**config.mk**
```make
export PLATFORM = sky130hd
export DESIGN_NAME = avalon_board_io
export DESIGN_NICKNAME = d
export VERILOG_FILES = /design/src/rtl/avalon_board_io.sv
export SDC_FILE = /design/constraint.sdc
export NUM_CORES = 1
export LEC_CHECK = 0
export CORE_AREA = 2 2 147 149
export CTS_CLUSTER_SIZE = 10
export DETAILED_ROUTE_END_ITERATION = 7
export DIE_AREA = 0 0 149 151
export PLACE_DENSITY = 0.76
export SETUP_SLACK_MARGIN = 0.5
export SLEW_MARGIN = 30
export SYNTH_ARGS = -nofsm -noshare
export SYNTH_HDL_FRONTEND = slang
export SYNTH_SLANG_ARGS = --single-unit
```
**constraint.sdc**
```tcl
create_clock -name clk -period 3.6 [get_ports clk]
set_input_delay 0.72 -clock clk [delete_from_list [all_inputs] [get_ports clk]]
set_output_delay 0.72 -clock clk [all_outputs]
set_load 0.005 [all_outputs]
```
**src/rtl/avalon_board_io.sv**
```systemverilog
// Avalon-MM board I/O slave: synchronised, debounced switches/keys, LED register with set/clear aliases, key-press edge capture and level IRQ.
// Latency: pin to debounced state 2+DEBOUNCE_CYC cycles; readdata 1 cycle after read; irq 1 cycle after edge/mask change.
// Backpressure: none, no waitrequest, every access completes in one cycle. Optional switch-edge capture via BOARD_IO_SW_EDGE_EN.
module avalon_board_io #(
    parameter int SW_W         = 8,
    parameter int KEY_W        = 2,
    parameter int LED_W        = 8,
    parameter int DEBOUNCE_CYC = 500000
) (
    input  logic             clk,
    input  logic             reset_n,
    input  logic [SW_W-1:0]  sw_in,
    input  logic [KEY_W-1:0] key_n_in,
    output logic [LED_W-1:0] led_out,
    input  logic [2:0]       address,
    input  logic             chipselect,
    input  logic             read,
    input  logic             write,
    input  logic [31:0]      writedata,
    output logic [31:0]      readdata,
    output logic             irq
);
    localparam int IN_W  = SW_W + KEY_W;
    localparam int CNT_W = $clog2(DEBOUNCE_CYC);
    localparam logic [CNT_W-1:0] CNT_LAST = CNT_W'(DEBOUNCE_CYC - 1);
    localparam logic [31:0] MASK_BITS = (KEY_W >= 32) ? 32'hFFFF_FFFF
                                      : (((32'd1 << KEY_W) - 32'd1) | 32'h8000_0000);

    logic [IN_W-1:0]  meta_q, sync_q, in_lvl, deb_q, flip;
    logic [KEY_W-1:0] key_rise, key_edge_q, w1c_key;
    logic [31:0]      key_mask_q, rd_mux, sw_rd;
    logic             wr_en, rd_en, sw_irq;

    always_ff @(posedge clk or negedge reset_n) begin
        if (!reset_n) begin
            meta_q <= '0;
            sync_q <= '0;
        end else begin
            meta_q <= {key_n_in, sw_in};
            sync_q <= meta_q;
        end
    end

    // Keys are active-low on the board; everything downstream sees 1 = pressed.
    assign in_lvl = {~sync_q[IN_W-1:SW_W], sync_q[SW_W-1:0]};

    for (genvar i = 0; i < IN_W; i++) begin : g_deb
        logic [CNT_W-1:0] cnt_q;
        assign flip[i] = (in_lvl[i] != deb_q[i]) && (cnt_q == CNT_LAST);
        always_ff @(posedge clk or negedge reset_n) begin
            if (!reset_n)                                 cnt_q <= '0;
            else if ((in_lvl[i] == deb_q[i]) || flip[i])  cnt_q <= '0;
            else                                          cnt_q <= cnt_q + 1'b1;
        end
    end

    always_ff @(posedge clk or negedge reset_n) begin
        if (!reset_n) deb_q <= '0;
        else          deb_q <= deb_q ^ flip;
    end

    assign key_rise = flip[IN_W-1:SW_W] & ~deb_q[IN_W-1:SW_W];
    assign wr_en    = chipselect & write;
    assign rd_en    = chipselect & read;
    assign w1c_key  = (wr_en && address == 3'd5) ? writedata[KEY_W-1:0] : '0;

`ifdef BOARD_IO_SW_EDGE_EN
    logic [SW_W-1:0] sw_edge_q, w1c_sw;
    assign w1c_sw = (wr_en && address == 3'd7) ? writedata[SW_W-1:0] : '0;
    always_ff @(posedge clk or negedge reset_n) begin
        if (!reset_n) sw_edge_q <= '0;
        else          sw_edge_q <= (sw_edge_q & ~w1c_sw) | flip[SW_W-1:0];
    end
    assign sw_irq = (|sw_edge_q) & key_mask_q[31];
    assign sw_rd  = 32'(sw_edge_q);
`else
    assign sw_irq = 1'b0;
    assign sw_rd  = '0;
`endif

    always_ff @(posedge clk or negedge reset_n) begin
        if (!reset_n) begin
            led_out    <= '0;
            key_mask_q <= '0;
            key_edge_q <= '0;
        end else begin
            if (wr_en) begin
                case (address)
                    3'd2:    led_out    <= writedata[LED_W-1:0];
                    3'd3:    led_out    <= led_out | writedata[LED_W-1:0];
                    3'd4:    led_out    <= led_out & ~writedata[LED_W-1:0];
                    3'd6:    key_mask_q <= writedata & MASK_BITS;
                    default: ;
                endcase
            end
            // A press landing in the same cycle as its clear must not be lost.
            key_edge_q <= (key_edge_q & ~w1c_key) | key_rise;
        end
    end

    always_comb begin
        rd_mux = '0;
        case (address)
            3'd0:    rd_mux = 32'(deb_q[SW_W-1:0]);
            3'd1:    rd_mux = 32'(deb_q[IN_W-1:SW_W]);
            3'd2:    rd_mux = 32'(led_out);
            3'd5:    rd_mux = 32'(key_edge_q);
            3'd6:    rd_mux = key_mask_q;
            3'd7:    rd_mux = sw_rd;
            default: rd_mux = '0;
        endcase
    end

    // Registers are sampled before any same-cycle write lands, so read+write returns the old value.
    always_ff @(posedge clk or negedge reset_n) begin
        if (!reset_n) begin
            readdata <= '0;
            irq      <= 1'b0;
        end else begin
            if (rd_en) readdata <= rd_mux;
            irq <= (|(key_edge_q & key_mask_q[KEY_W-1:0])) | sw_irq;
        end
    end

    logic unused_bits;
    assign unused_bits = ^{writedata, key_mask_q};
endmodule

```
---- Yosys cells after proc, flatten, opt, wreduce, memory -nomap -nowiden ----
Cells that the tools add are included.
cells by class
  $add $sub $neg .......................... 10
  equality and inequality tests ........... 36
  multiplexer cells ....................... 13
  bitwise operators ....................... 13
  reductions and logical operators ........ 26
operators with widths
  kind                                                              count
  19-bit by 1-bit adder with 19-bit output (second input constant)  10
  19-bit == test (second input constant)                            10
  19-bit 2-to-1 mux                                                 10
  32-bit case mux with 5 select lines                               1
  8-bit case mux with 3 select lines                                1
  1-bit logical AND                                                 11
  1-bit == test                                                     10
  1-bit logical OR                                                  10
  1-bit inequality test                                             10
  10-bit bitwise XOR                                                1
  3-bit == test (second input constant)                             3
  8-bit bitwise AND                                                 1
  8-bit inverter                                                    1
  8-bit bitwise OR                                                  1
  2-bit bitwise AND                                                 3
  3-bit by 2-bit == test with 1-bit output (second input constant)  2
  2-bit inverter                                                    3
  2-bit AND reduction                                               2
  3-bit by 1-bit == test with 1-bit output (second input constant)  1
  3-bit zero test                                                   1
  3-bit nonzero test                                                1
  1-bit bitwise AND                                                 2
  2-bit 2-to-1 mux                                                  1
  2-bit bitwise OR                                                  1
  2-bit OR reduction                                                1
storage, ports and cells
  bits in registers ....................... 266
  bits of input ports ..................... 50
  output and inout port bits .............. 41
  word-level logic and storage cells ...... 116

---- Logic depth before layout (Yosys ltp) ----
Gate-level depths: netlist of run 1.
  depth after elaboration ................. 6
  mapped depth ............................ 9
  mapped depth without buffers ............ 7

---- Least setup slack after synthesis of run 1 ----
No wires, ideal clock.
  path kind ............................... in2reg
  start point ............................. input address[0]
  end point ............................... register led_out[6]
  library setup time ...................... 0.143 ns
  arrival time ............................ 2.198 ns
  required time ........................... 3.457 ns
  path slack .............................. 1.259 ns
  cell stages on the path ................. 8
  path buffers ............................ 3
  cells stage by stage .................... ha_1 -> clkbuf_1 -> or3_1 -> and3_1 -> clkbuf_1 -> nand2b_1 -> clkbuf_1 -> o221ai_1
on the way
  word-level cells in the longest chain between the ends .. 3
  elaborated cells between the ends (all ways) .. 6
  classes of those cells .................. eq/ne (3); mux (1); reduce/logical (2)
RTL lines
  element                                                                           line  text
  from (decl)                                                                       15    input logic [2:0] address,
  3-bit == test / 3-bit by 2-bit == test with 1-bit output (equally long branches)  88    case (address)
  3-bit nonzero test (no line)                                                      --
  2-bit AND reduction (no line)                                                     --
  to (signal assigned)                                                              89    3'd2: led_out <= writedata[LED_W-1:0];
  to (signal assigned)                                                              90    3'd3: led_out <= led_out | writedata[LED_W-1:0];
  to (signal assigned)                                                              91    3'd4: led_out <= led_out & ~writedata[LED_W-1:0];
  to (decl)                                                                         14    output logic [LED_W-1:0] led_out,
Several ways; a longest one is shown, not always the timed one.
A chain may end at the register's enable or synchronous reset.

---- Worst setup path in the final report of run 1 ----
Same ends and word-level chain as after synthesis.

==> results of run 1 <==
where the power goes:
group | internal, W | switching [W]
sequential | 0.00281 | 0.0000813
combinational | 0.000167 | 0.000213
clock | 0.00144 | 0.000998
total | 0.00442 | 0.00129
routing by layer:
layer / track usage / part of all wire / vias to the layer above
met3: 0.0434 / 0.052 / 32
met5: 0 / 0 / -
met4: 0.0557 / 0.016 / 0
met2: 0.366 / 0.48 / 151
li1: - / - / 4372
met1: 0.298 / 0.45 / 4408
cell usage after synthesis, drive strengths merged, types with 6 or more instances:
library cell  number
o31ai             10
a31o               6
o21ai             34
ha                16
mux2               9
nand4             67
and3               6
clkbuf            19
nor3              35
buf               30
or3               11
inv               49
o221ai             8
nand3             68
xnor2            103
nand2             72
or4               18
a22oi             20
and2              11
nor4b             15
and4              12
or2                7
xor2              45
nor4              38
a21oi             34
nor2             197
dfrtp            243
state kept, by name, summed over array words and instances, names as in the netlist, named ones only:
signal	count
deb_q	2
g_deb.cnt_q	190
irq	1
key_edge_q	2
key_mask_q	3
led_out	8
meta_q	10
readdata	9
sync_q	10
stage by stage:
| stage | instances | area, µm² |
|---|---|---|
| after global routing | 1559 | 13400 |
| after floorplan | 1238 | 12100 |
| after CTS | 1557 | 13400 |
| after global placement | 1522 | 12700 |
| final | 1559 | 13400 |
| after detailed placement | 1522 | 12700 |
layout make-up:
cell class                      instances  area [µm²]
Tap cell                              275         344
Inverter                               49         184
Clock buffer                           35         758
Sequential cell                       243        6080
Fill cell                            1690        7370
Multi-Input combinational cell        897        5500
Timing Repair Buffer                   60         578
path summary, 6_finish.rpt:
check	end	slack, ps	cells past startpoint
max in group asynchronous	g_deb[5].cnt_q[17]	2560	2
worst min register to register	sync_q[6]	340	0
worst min-delay path	g_deb[7].cnt_q[3]	200	1
worst max register to register	g_deb[5].cnt_q[17]	1290	5
min in group clk	sync_q[6]	340	0
worst max-delay path	led_out[6]	1200	7
logic make-up after synthesis:
kind of cell,count (synthesis)
flip-flops,243
adder cells (fa/ha/maj),16
AND/OR/NAND/NOR,578
XOR/XNOR,148
buffers and inverters,98
other,1
multiplexers,10
AO/OA/AOI/OAI,122
critical path, delay by kind of cell:
| kind | cells | cell delay (ps) |
|---|---|---|
| adders and majority gates | 1 | 300 |
| and+or+nand+nor | 3 | 990 |
| buffers and inverters | 2 | 600 |
| AOI/OAI and AO/OA | 1 | 170 |
==> impl_metrics.json, run 1 <==
{
  "status": "completed",
  "crit_fanout": 9,
  "clock_latency_ps": 530,
  "numClockSinks": 243,
  "synth_top_area_share": 0.508,
  "relSlewSlack": 0.401,
  "max_freq_ghz": 0.417,
  "finalSetupTns_ps": 0,
  "tightest_slew_ps": 889,
  "avgSynthCellArea_um2": 9.84,
  "finalSetupViolCount": 0,
  "hold_class": "primary input to asynchronous set/reset pin",
  "rsz0062_at_grt": "no",
  "rows": 53,
  "initial_core_util": 0.575,
  "synth_xor_area_frac": 0.108,
  "chipHeight_um": 151,
  "cp_slowest_stage_delay_ps": 520,
  "cts.root.buffer_cell": "clkbuf_16",
  "crit_chain": "clkdlybuf4s50_1 > inv_1 > ha_1 > or3_1 > and3_1 > nand2b_1 > o221ai_1",
  "yosys.area_share.adder": 0.0167,
  "finalHoldViolCount": 0,
  "synthTopCellsByArea": "dfrtp_1 51%, xnor2_1 7.5%, nor2_1 6.2%, nand4_1 3.4%, xor2_1 3.3%",
  "hold_slack_ps": 196,
  "cts_tree": "yes",
  "n_antenna_cell": 0,
  "worst_ep_required_time_ps": 3980,
  "synthArstFlopShare": 1.00,
  "first_global_vias": 8575,
  "grt.total_usage": 0.219,
  "cts_resized": 0,
  "drcViolationCount": 0,
  "power_w": 0.00571,
  "hpwl_mm": 16.6,
  "utilization": 0.646,
  "clk_pin_slew_ps": 60,
  "drt-initial-drc-count": 518,
  "final_cell_mix": "243 x dfrtp_1, 197 x nor2_1, 103 x xnor2_1, 72 x nand2_1, 68 x nand3_1",
  "clock_skew_ps": 11.9,
  "ys_types": 50,
  "cap_violations": 0,
  "cts_hold_buf": 0,
  "layout_commonest_cell": "dfrtp_1",
  "grt_pass1_wl_mm": 40.7,
  "die_area_um2": 22500,
  "slew_viol_final": 0,
  "reg2reg_from": "g_deb[5].cnt_q[0]",
  "cp-start-kind": "primary input",
  "leakage_nw": 5.37,
  "via_count": 8963,
  "min_period_over_period": 0.667,
  "period_needed_ps": 2400,
  "first_pass_iters": 5,
  "max-vdd-ir-drop_mv": 0.478,
  "synth_edf_count": 0,
  "crit_start": "address[0]",
  "ys_seq_area_frac": 0.508,
  "io_pins": 91,
  "synth-main-ff-cell": "dfrtp_1",
  "critPathKind": "primary input to register",
  "gr-total-overflow": 0,
  "antenna_found_initial": 0,
  "setup_ws_ps": 1200,
  "grt_max_degree": 91,
  "final_nets": 1345,
  "wl_per_cell_um": 15.4,
  "power.density_nw_per_um2": 425,
  "yosysWarnings": 0,
  "clk_path_buf_depth": 3,
  "routed_via_density": 5.75,
  "cp-end-kind": "register",
  "postSynthCellCount": 1216,
  "yosys.area.top_type": "dfrtp_1",
  "io_buffers": 44,
  "synth_top_family_by_area": "simple AND/OR/NAND/NOR gates",
  "wirelength_mm": 24.1,
  "synthSimpleGateAreaFrac": 0.249,
  "ys_seq_elements": 243,
  "cts_made_buffers": 28,
  "worstPathArrival_ps": 2780,
  "cts_setup_buffers": 0,
  "drive_gt1_frac": 0.0592,
  "die_x_um": 149,
  "syn2layout_area_growth_pct": 12.3,
  "synth_mux_area_frac": 0.00930,
  "synth_area_um2": 12000,
  "ant_nets": 0,
  "synth-compound-area-share": 0.0692,
  "gp_congestion": 0.887,
  "preCtsSetupSlack_ps": 700,
  "core-area_um2": 20800,
  "slowest_stage": "clkdlybuf4s50_1",
  "h-tree-depth": 1
}
No activity file was read; power rests on OpenSTA's default activity.
==> inputs of run 2 (changes only) <==
CORE_AREA = 2 2 154 156   (was 2 2 147 149)
DIE_AREA = 0 0 156 158   (was 0 0 149 151)
PLACE_DENSITY = 0.73   (was 0.76)
clock period = 2 ns   (was 3.6 ns; I/O delays follow)
==> run 2 against run 1 <==
Effect of this change: the run now ends with negative setup slack left; clock skew shrank 1.5 ps; clock power grew 91%; sequential share of layout area shrank 10 points; combinational power grew to 3.3 times the previous value.
==> impl_metrics.json, run 2 (synthesis gave the netlist of run 1 again) <==
{
  "finalSetupViolCount": 13,
  "drcViolationCount": 0,
  "top_register": "g_deb.cnt_q",
  "hp-start": "key_n_in[1]",
  "grt_max_degree": 55,
  "max-vdd-ir-drop_mv": 0.617,
  "tightest_slew_ps": 508,
  "hpwl_mm": 17.6,
  "rr_worst_depth": 5,
  "core-area_um2": 23100,
  "chipHeight_um": 158,
  "final_nets": 1560,
  "grt_pass1_wl_mm": 51.1,
  "final_cell_mix": "193 x dfrtp_1, 177 x buf_4, 102 x xnor2_1, 98 x nor2_4, 82 x nor2_1",
  "wl_per_cell_um": 19.7,
  "ant_nets": 0,
  "largest_reg_flops": 190,
  "power.density_nw_per_um2": 638,
  "grt.total_usage": 0.255,
  "rsz0062_at_grt": "yes",
  "grt_use_met2": 0.432,
  "layout_commonest_cell": "dfrtp_1",
  "nFillCells": 1342,
  "r2r_slack_ps": -30,
  "relSlewSlack": 0.658,
  "leakage_nw": 6.88,
  "utilization": 0.757,
  "reg2reg_to": "g_deb[2].cnt_q[16]",
  "routed_via_density": 5.93,
  "drt-initial-drc-count": 686,
  "clk_pin_slew_ps": 50,
  "cp-start-kind": "register",
  "hold_class": "primary input to register",
  "hold_slack_ps": 298,
  "via_count": 10600,
  "cts.root.buffer_cell": "clkbuf_16",
  "io_buffers": 44,
  "rows": 56,
  "status": "finished, violations left",
  "power_w": 0.0111,
  "clk_path_buf_depth": 3,
  "initial_core_util": 0.519,
  "max_freq_ghz": 0.494,
  "wirelength_mm": 35.2,
  "hold_path_end": "meta_q[9]",
  "crit_fanout": 14,
  "setup_ws_ps": -25.8,
  "drive_gt1_frac": 0.414,
  "clock_latency_ps": 540,
  "cts_tree": "yes",
  "slew_viol_final": 0,
  "worst_ep_required_time_ps": 2410,
  "top_usage_layer": "met2",
  "gp_congestion": 0.849,
  "antenna_found_initial": 2,
  "grt.met1_usage": 0.333,
  "gr-total-overflow": 0,
  "clock_skew_ps": 10.4,
  "die_area_um2": 24600,
  "h-tree-depth": 1,
  "reg2reg_from": "g_deb[2].cnt_q[6]",
  "numClockSinks": 243,
  "min_period_over_period": 1.01,
  "die_x_um": 156,
  "critPathKind": "register to register",
  "min_path_cells": 1,
  "finalHoldViolCount": 0,
  "cap_violations": 0,
  "use_met3": 0.0422,
  "worstPathArrival_ps": 2430,
  "cts_made_buffers": 29,
  "reg_top3": "g_deb.cnt_q (190), meta_q (10), sync_q (10)",
  "cp-end-kind": "register",
  "period_needed_ps": 2030,
  "io_pins": 91,
  "violations": "negative setup slack",
  "first_pass_iters": 5,
  "syn2layout_area_growth_pct": 45.9,
  "first_global_vias": 10200
}
run 2: area by class of cell:
type | count | area [µm²] | area share
multi-input combinational | 898 | 7400 | 0.424
sequential | 243 | 6140 | 0.352
timing repair buffer | 273 | 2550 | 0.146
clock buffer | 36 | 792 | 0.0454
tap | 290 | 363 | 0.0208
inverter | 49 | 196 | 0.0112
clock inverter | 2 | 10.0 | 0.000573
antenna | 1 | 2.50 | 0.000143
run 2: critical path, cell delays in order (launching register included):
cell and delay, ps:
dfrtp_1 400, or4b_1 510, or4_4 590, o21ai_4 190, buf_12 160, a21oi_1 50
run 2: stage by stage:
step	cells	worst slack [ps]	setup TNS [ps]	instance area, µm²
after floorplan	1238	14.5	0	12600
after global placement	1576	-429	-5840	13400
after detailed placement	1576	-500	-6640	13400
after CTS	1734	1.70	0	15800
after global routing	1791	-63.3	-772	17500
final	1792	-25.8	-146	17500
run 2: worst max-delay path by stage:
stage,start,end,cells past startpoint
2_1_floorplan,g_deb[2].cnt_q[10],g_deb[2].cnt_q[10],5
3_3_place_gp,address[0],led_out[7],8
3_5_place_dp,address[0],readdata[6],9
4_1_cts,g_deb[2].cnt_q[10],register,4
5_1_grt,g_deb[2].cnt_q[10],g_deb[2].cnt_q[18],5
6_report,g_deb[2].cnt_q[6],g_deb[2].cnt_q[16],5
run 2: report_power, final:
group          total (W)  switching, W  leakage, nW  internal (W)
combinational    0.00127      0.000666         3.27      0.000605
sequential       0.00521      0.000145         3.22       0.00507
clock            0.00465       0.00194        0.397       0.00271
total             0.0111       0.00275         6.88       0.00839
run 2: layer usage:
layer / share of wire / wire (µm)
met1: 0.39 / 13700
met2: 0.51 / 18100
met3: 0.056 / 1970
met4: 0.043 / 1500
met5: 0 / 0
run 2: repair_timing:
action	in CTS	in global routing
setup buffers	107	51
endpoints found under the setup margin	230	216
gates cloned	12	6
pin swaps	57	84
hold endpoints to repair	46	0
resized for setup	256	290
hold buffers	1	0
